## src/rtl/rv_wb_pkg.sv

```systemverilog
// rtl/rv_wb_pkg.sv - shared encodings, load-queue entry and load lane extraction
package rv_wb_pkg;

  localparam logic [1:0] SZ_BYTE = 2'b00;
  localparam logic [1:0] SZ_HALF = 2'b01;
  localparam logic [1:0] SZ_WORD = 2'b10;

  localparam logic [2:0] WSTRB_WORD = 3'b100;
  localparam logic [2:0] WSTRB_HALF = 3'b010;
  localparam logic [2:0] WSTRB_BYTE = 3'b001;

  // RV32I always has 32 architectural registers, so the queue stores a 5-bit rd.
  localparam int RD_W = 5;

  typedef struct packed {
    logic [RD_W-1:0] rd;
    logic [1:0]      size;
    logic            uns;
    logic [1:0]      offset;
  } lq_entry_t;

  function automatic logic [31:0] lq_extract(input logic [31:0] data,
                                             input logic [1:0]  size,
                                             input logic [1:0]  offset,
                                             input logic        uns);
    logic [7:0]  b;
    logic [15:0] h;
    b = data[{offset, 3'b000} +: 8];
    h = data[{offset[1], 4'b0000} +: 16];
    case (size)
      SZ_BYTE: return {{24{b[7] & ~uns}}, b};
      SZ_HALF: return {{16{h[15] & ~uns}}, h};
      default: return data;
    endcase
  endfunction

  function automatic logic [2:0] lq_strobe(input logic [1:0] size);
    case (size)
      SZ_BYTE: return WSTRB_BYTE;
      SZ_HALF: return WSTRB_HALF;
      default: return WSTRB_WORD;
    endcase
  endfunction

endpackage

```

## src/rtl/wb_load_queue.sv

```systemverilog
// rtl/wb_load_queue.sv - synchronous FIFO of outstanding load metadata
module wb_load_queue
  import rv_wb_pkg::*;
#(
  parameter int DEPTH = 4
) (
  input  logic      clk,
  input  logic      rst,
  input  logic      push,
  input  lq_entry_t wdata,
  input  logic      pop,
  output lq_entry_t rdata,
  output logic      full,
  output logic      empty
);

  localparam int PW = $clog2(DEPTH);

  lq_entry_t      mem [DEPTH];
  logic [PW-1:0]  wr_ptr;
  logic [PW-1:0]  rd_ptr;
  logic [PW:0]    count;
  logic           do_push;
  logic           do_pop;

  assign full    = (count == (PW+1)'(DEPTH));
  assign empty   = (count == '0);
  assign do_pop  = pop && !empty;
  // A full queue still accepts a push when the head leaves on the same edge.
  assign do_push = push && (!full || do_pop);
  assign rdata   = mem[rd_ptr];

  always_ff @(posedge clk) begin
    if (rst) begin
      wr_ptr <= '0;
      rd_ptr <= '0;
      count  <= '0;
    end else begin
      if (do_push) wr_ptr <= wr_ptr + PW'(1);
      if (do_pop)  rd_ptr <= rd_ptr + PW'(1);
      case ({do_push, do_pop})
        2'b10:   count <= count + (PW+1)'(1);
        2'b01:   count <= count - (PW+1)'(1);
        default: count <= count;
      endcase
    end
  end

  always_ff @(posedge clk) begin
    if (do_push) mem[wr_ptr] <= wdata;
  end

endmodule

```

## src/rtl/rf_wb_unit.sv

```systemverilog
// rtl/rf_wb_unit.sv - register-file writeback arbiter for ALU results and load responses
module rf_wb_unit
  import rv_wb_pkg::*;
#(
  parameter  int DEPTH    = 32,
  parameter  int WIDTH    = 32,
  parameter  int LQ_DEPTH = 4,
  localparam int ADDR_W   = $clog2(DEPTH)
) (
  input  logic              clk,
  input  logic              rst,
  input  logic              alu_valid,
  output logic              alu_ready,
  input  logic [ADDR_W-1:0] alu_rd,
  input  logic [WIDTH-1:0]  alu_data,
  input  logic              ld_valid,
  output logic              ld_ready,
  input  logic [ADDR_W-1:0] ld_rd,
  input  logic [1:0]        ld_size,
  input  logic              ld_unsigned,
  input  logic [1:0]        ld_offset,
  input  logic              mem_rvalid,
  input  logic [WIDTH-1:0]  mem_rdata,
  output logic              rf_we,
  output logic [ADDR_W-1:0] rf_waddr,
  output logic [WIDTH-1:0]  rf_wdata,
  output logic [2:0]        rf_wstrobe,
  output logic [DEPTH-1:0]  busy,
  output logic              err
);

  lq_entry_t         lq_wentry;
  lq_entry_t         lq_rentry;
  logic              lq_push;
  logic              lq_pop;
  logic              lq_full;
  logic              lq_empty;
  logic              alu_fire;
  logic              skid_valid;
  logic [ADDR_W-1:0] skid_rd;
  logic [WIDTH-1:0]  skid_data;
  logic [ADDR_W-1:0] pop_rd;
  logic [DEPTH-1:0]  busy_nxt;

  assign alu_ready = !rst && !skid_valid;
  assign alu_fire  = alu_valid && alu_ready;
  assign lq_pop    = !rst && mem_rvalid && !lq_empty;
  assign ld_ready  = !rst && (!lq_full || lq_pop) && !busy[ld_rd];
  assign lq_push   = ld_valid && ld_ready;
  assign pop_rd    = ADDR_W'(lq_rentry.rd);

  always_comb begin
    lq_wentry        = '0;
    lq_wentry.rd     = RD_W'(ld_rd);
    lq_wentry.size   = ld_size;
    lq_wentry.uns    = ld_unsigned;
    lq_wentry.offset = ld_offset;
  end

  wb_load_queue #(.DEPTH(LQ_DEPTH)) u_lq (
    .clk   (clk),
    .rst   (rst),
    .push  (lq_push),
    .wdata (lq_wentry),
    .pop   (lq_pop),
    .rdata (lq_rentry),
    .full  (lq_full),
    .empty (lq_empty)
  );

  always_comb begin
    busy_nxt = busy;
    if (lq_pop) busy_nxt[pop_rd] = 1'b0;
    if (lq_push && ld_rd != '0) busy_nxt[ld_rd] = 1'b1;
  end

  // Load responses own the port; a displaced ALU result waits in the skid buffer.
  always_ff @(posedge clk) begin
    if (rst) begin
      rf_we      <= 1'b0;
      rf_waddr   <= '0;
      rf_wdata   <= '0;
      rf_wstrobe <= WSTRB_WORD;
      busy       <= '0;
      err        <= 1'b0;
      skid_valid <= 1'b0;
      skid_rd    <= '0;
      skid_data  <= '0;
    end else begin
      busy <= busy_nxt;
      if (mem_rvalid && lq_empty) err <= 1'b1;

      if (lq_pop) begin
        rf_we      <= (pop_rd != '0);
        rf_waddr   <= pop_rd;
        rf_wdata   <= lq_extract(mem_rdata, lq_rentry.size, lq_rentry.offset, lq_rentry.uns);
        rf_wstrobe <= lq_strobe(lq_rentry.size);
      end else if (skid_valid && !mem_rvalid) begin
        rf_we      <= (skid_rd != '0);
        rf_waddr   <= skid_rd;
        rf_wdata   <= skid_data;
        rf_wstrobe <= WSTRB_WORD;
        skid_valid <= 1'b0;
      end else if (alu_fire && !mem_rvalid) begin
        rf_we      <= (alu_rd != '0);
        rf_waddr   <= alu_rd;
        rf_wdata   <= alu_data;
        rf_wstrobe <= WSTRB_WORD;
      end else begin
        rf_we      <= 1'b0;
      end

      if (alu_fire && mem_rvalid) begin
        skid_valid <= 1'b1;
        skid_rd    <= alu_rd;
        skid_data  <= alu_data;
      end
    end
  end

endmodule

```

## config.mk

```make
export PLATFORM = sky130hd
export DESIGN_NAME = rf_wb_unit
export DESIGN_NICKNAME = d
export VERILOG_FILES = /design/src/rtl/rv_wb_pkg.sv /design/src/rtl/wb_load_queue.sv /design/src/rtl/rf_wb_unit.sv
export SDC_FILE = /design/constraint.sdc
export NUM_CORES = 1
export LEC_CHECK = 0
export CORE_ASPECT_RATIO = 0.5
export CORE_UTILIZATION = 53
export CTS_BUF_LIST = sky130_fd_sc_hd__clkbuf_8
export DETAILED_ROUTE_END_ITERATION = 12
export PLACE_DENSITY = 0.92
export SYNTH_ARGS = -nofsm -noshare
export SYNTH_HDL_FRONTEND = slang
export SYNTH_SLANG_ARGS = --single-unit
```

## constraint.sdc

```tcl
create_clock -name clk -period 4.8 [get_ports clk]
set_input_delay 1.44 -clock clk [delete_from_list [all_inputs] [get_ports clk]]
set_output_delay 1.44 -clock clk [all_outputs]
set_load 0.05 [all_outputs]
```

==> results.toml <==
[placed_design]
post-dp-hpwl_um = 15200
dp_cells = 1126
io_buffers = 159
dp_slack_ps = -136
gp_congestion = 0.902

[yosys]
syn_inst = 806
ys_async_sr_fraction_pct = 0
synthDistinctLibCells = 62
ys_seq_area_share_pct = 48.4
synth.net_count = 896
syn_area_mm2 = 0.00748
ys.flop_type = "dfxtp_1"
yosys_register_bits = 161
ys_warn_count = 0
synth.avg_cell_area_um2 = 9.29
synth_edf_count = 40

[clocking]
cts.sinks = 161
path_clk_slew_ps = 80
cts_made_buffers = 17
post-cts-setup-buffers = 0
cts_buffer_depth = 2
cts_tree = "yes"
clk_latency_ps = 440
cts_resized = 1
hold_buffers = 0
root_buffer = "clkbuf_8"
h-tree-depth = 4

[die]
die_h_um = 86.0
core-area_mm2 = 0.0137
ios = 160
fp.dieW_um = 170
rows = 30
dieArea_mm2 = 0.0146
initial_utilization_pct = 54.8

[critical_path]
crit_chain = "dlygate4sd2_1 > buf_4 > mux2_2 > a32oi_1 > nand4_1 > nor3b_2 > buf_4 > buf_12"
cp.required_ps = 3360
crit_start = "ld_rd[1]"
critPathMaxFanout = 7
rrSetupSlack_ps = 1780
cpMaxStageDelayCell = "dlygate4sd2_1"
worst_ep_arrival_time_ps = 3240
end_kind = "output port"
cp-start-kind = "primary input"
cp_common_cell = "buf_4"
slowest_delay_ps = 370
crit_type = "primary input to output port"

[sta]
setup_viol = 0
fmax_mhz = 214
fin_skew_ps = 16.8
final.setup.tns_ps = 0
rsz0062_at_grt = "no"
maxSlewHeadroom_pct = 34.6
finalHoldViolCount = 0
drv_slew = 0
tightest_slew_ps = 973
setup_slack_ps = 117
fin_crit_sh_pct = 97.6
fin_hold_ws_ps = 456
fin_crit_ps = 4680

[final_layout]
ff_latch_area_mm2 = 0.00362
final_util_pct = 70.6
insertedDiodeCount = 0
drive_gt1_share_pct = 9.11
num-fill-cells = 1012
multi_input_area_mm2 = 0.00359
final_cells = 1158
final_nets = 1043
area_growth_pct = 28.9

[hold_path]
hold_path_class = "flop to flop"
holdCritStartpoint = "rf_waddr[3]$_SDFFE_PP0P_"

[route]
viasPerCell = 6.03
avgRoutedWirePerCell_um = 19.0
drtIter0Drc = 755
route.vias.total = 6979
drc = 0
firstDrtPassIters = 5
wirelength_um = 22000
drtAntennaViolNets = 0

[grt]
antenna_found_initial = 0
grt_max_degree = 127
grt_util_all_layers_pct = 30.3
grt_pass1_vias = 6678
overflow = 0
grt_pass1_wl_um = 34300

[power_and_ir_drop]
p_per_area_mw_per_mm2 = 318
power.leakage_nw = 3.42
vdd_ir_drop_max_uv = 205

[run]
maxCapViolCount = 0

[status]
status = "completed"
[cells in the final DEF, fill, tap and decap left out, types with 3 or more instances in the layout]
master           instances
o21ai_0                 23
o211ai_1                 5
buf_4                   24
a41oi_1                  7
or3_1                    3
mux4_2                  14
mux2_2                   6
edfxtp_1                40
nand2b_1                24
o31ai_1                 24
nand3_1                  9
a221oi_1                 9
nor3_1                  13
nor2b_1                 27
nand3b_1                14
dfxtp_1                121
inv_1                    8
a21oi_1                 72
mux2i_1                 13
o221ai_1                23
xor2_1                   3
clkbuf_8                17
ha_1                     5
clkinv_4                 3
nor3b_1                  3
clkdlybuf4s50_1        154
o31ai_2                  4
clkinv_2                 4
a21o_1                   7
nand2_1                150
o32ai_1                  3
and3_1                   8
nor2_1                  71
[report_power, final]
part / switching (mW) / total [mW] / leakage [nW] / internal [mW]
Combinational: 0.401 / 0.650 / 1.89 / 0.249
Clock: 0.512 / 0.918 / 0.182 / 0.406
Sequential: 0.0412 / 1.50 / 1.35 / 1.45
[synth_stat cells (all sizes together) (2+ instances only)]
master,n,share of area [%]
buf,16,1.3
edfxtp,40,16
nor4b,3,0.35
nor4bb,2,0.27
a31oi,2,0.17
nand2b,24,2.0
o31ai,28,3.1
a21o,7,0.70
or3,3,0.25
a221oi,9,1.1
mux2i,13,1.7
or3b,3,0.35
dfxtp,121,32
or2,2,0.17
a211oi,2,0.20
a22oi,2,0.20
o32ai,3,0.35
a41oi,7,0.82
nand2,150,7.5
a32oi,2,0.23
o21ai,23,1.5
or4b,2,0.27
ha,5,0.84
nand3b,14,1.4
o221ai,23,2.7
nor2b,27,2.3
nor3b,5,0.57
nand4,2,0.17
o211ai,5,0.50
xor2,3,0.35
nor3,14,1.0
a21oi,72,4.8
nand3,9,0.60
mux2,8,1.3
nor2,71,3.6
clkbuf,40,2.0
mux4,14,4.2
o21bai,2,0.20
and3,8,0.67
inv,8,0.40
[logic make-up (layout without fill, tap and decap cells)]
kind of cell	after synthesis	after routing	synth area share (%)
buffers and inverters	64	224	3.74
AOI/OAI and AO/OA	192	192	17.2
DFF	161	161	48.4
muxes	35	35	7.20
xor gates and xnor gates	4	4	0.468
adders and majority gates	6	6	1.10
and+or+nand+nor	344	344	21.9
[cell type report]
cell class / instances / share of cell area (%)
timing repair buffer: 184 / 18.7
sequential: 161 / 37.6
tap: 192 / 2.49
inverter: 8 / 0.311
clock inverter: 15 / 1.25
multi-input combinational: 581 / 37.2
clock buffer: 17 / 2.43
[critical path: cells and delay by family]
| kind | cells | cell delay [ps] |
|---|---|---|
| multiplexers | 1 | 350 |
| buffers and inverters | 4 | 900 |
| AND/OR/NAND/NOR | 2 | 340 |
| AO/OA/AOI/OAI | 1 | 210 |
[worst paths after layout]
| kind | to | cells after the start |
|---|---|---|
| worst min register to register | rf_waddr[3]$_SDFFE_PP0P_ | 2 |
| worst max register to register | rf_wdata[30]$_SDFFE_PP0P_ | 5 |
| worst min-delay path | rf_waddr[3]$_SDFFE_PP0P_ | 2 |
| worst max-delay path | ld_ready | 8 |
[state kept, by name, summed over array words and instances, names as in the netlist, named ones only]
signal and cells:
busy 32, err 1, rf_waddr 5, rf_wdata 32, rf_we 1, rf_wstrobe 3, skid_data 32, skid_rd 5
skid_valid 1, u_lq.count 3, u_lq.mem 40, u_lq.rd_ptr 2, u_lq.wr_ptr 2
[metrics by stage]
| stage | total power, mW | instance area, um2 |
|---|---|---|
| finish | 3.06 | 9650 |
| global route | 3.17 | 9650 |
| CTS | 3.06 | 9640 |
| detailed placement | 2.17 | 9290 |
| global placement | 2.15 | 9290 |
| floorplan | 1.91 | 7490 |
[per-layer routing]
| layer | global-route usage (%) | share of wire, % |
|---|---|---|
| met1 | 38.2 | 40 |
| met2 | 51.3 | 47 |
| met3 | 5.81 | 9.4 |
| met4 | 12.9 | 3.4 |
| met5 | 0 | 0 |
No activity file was read; power rests on OpenSTA's default activity.
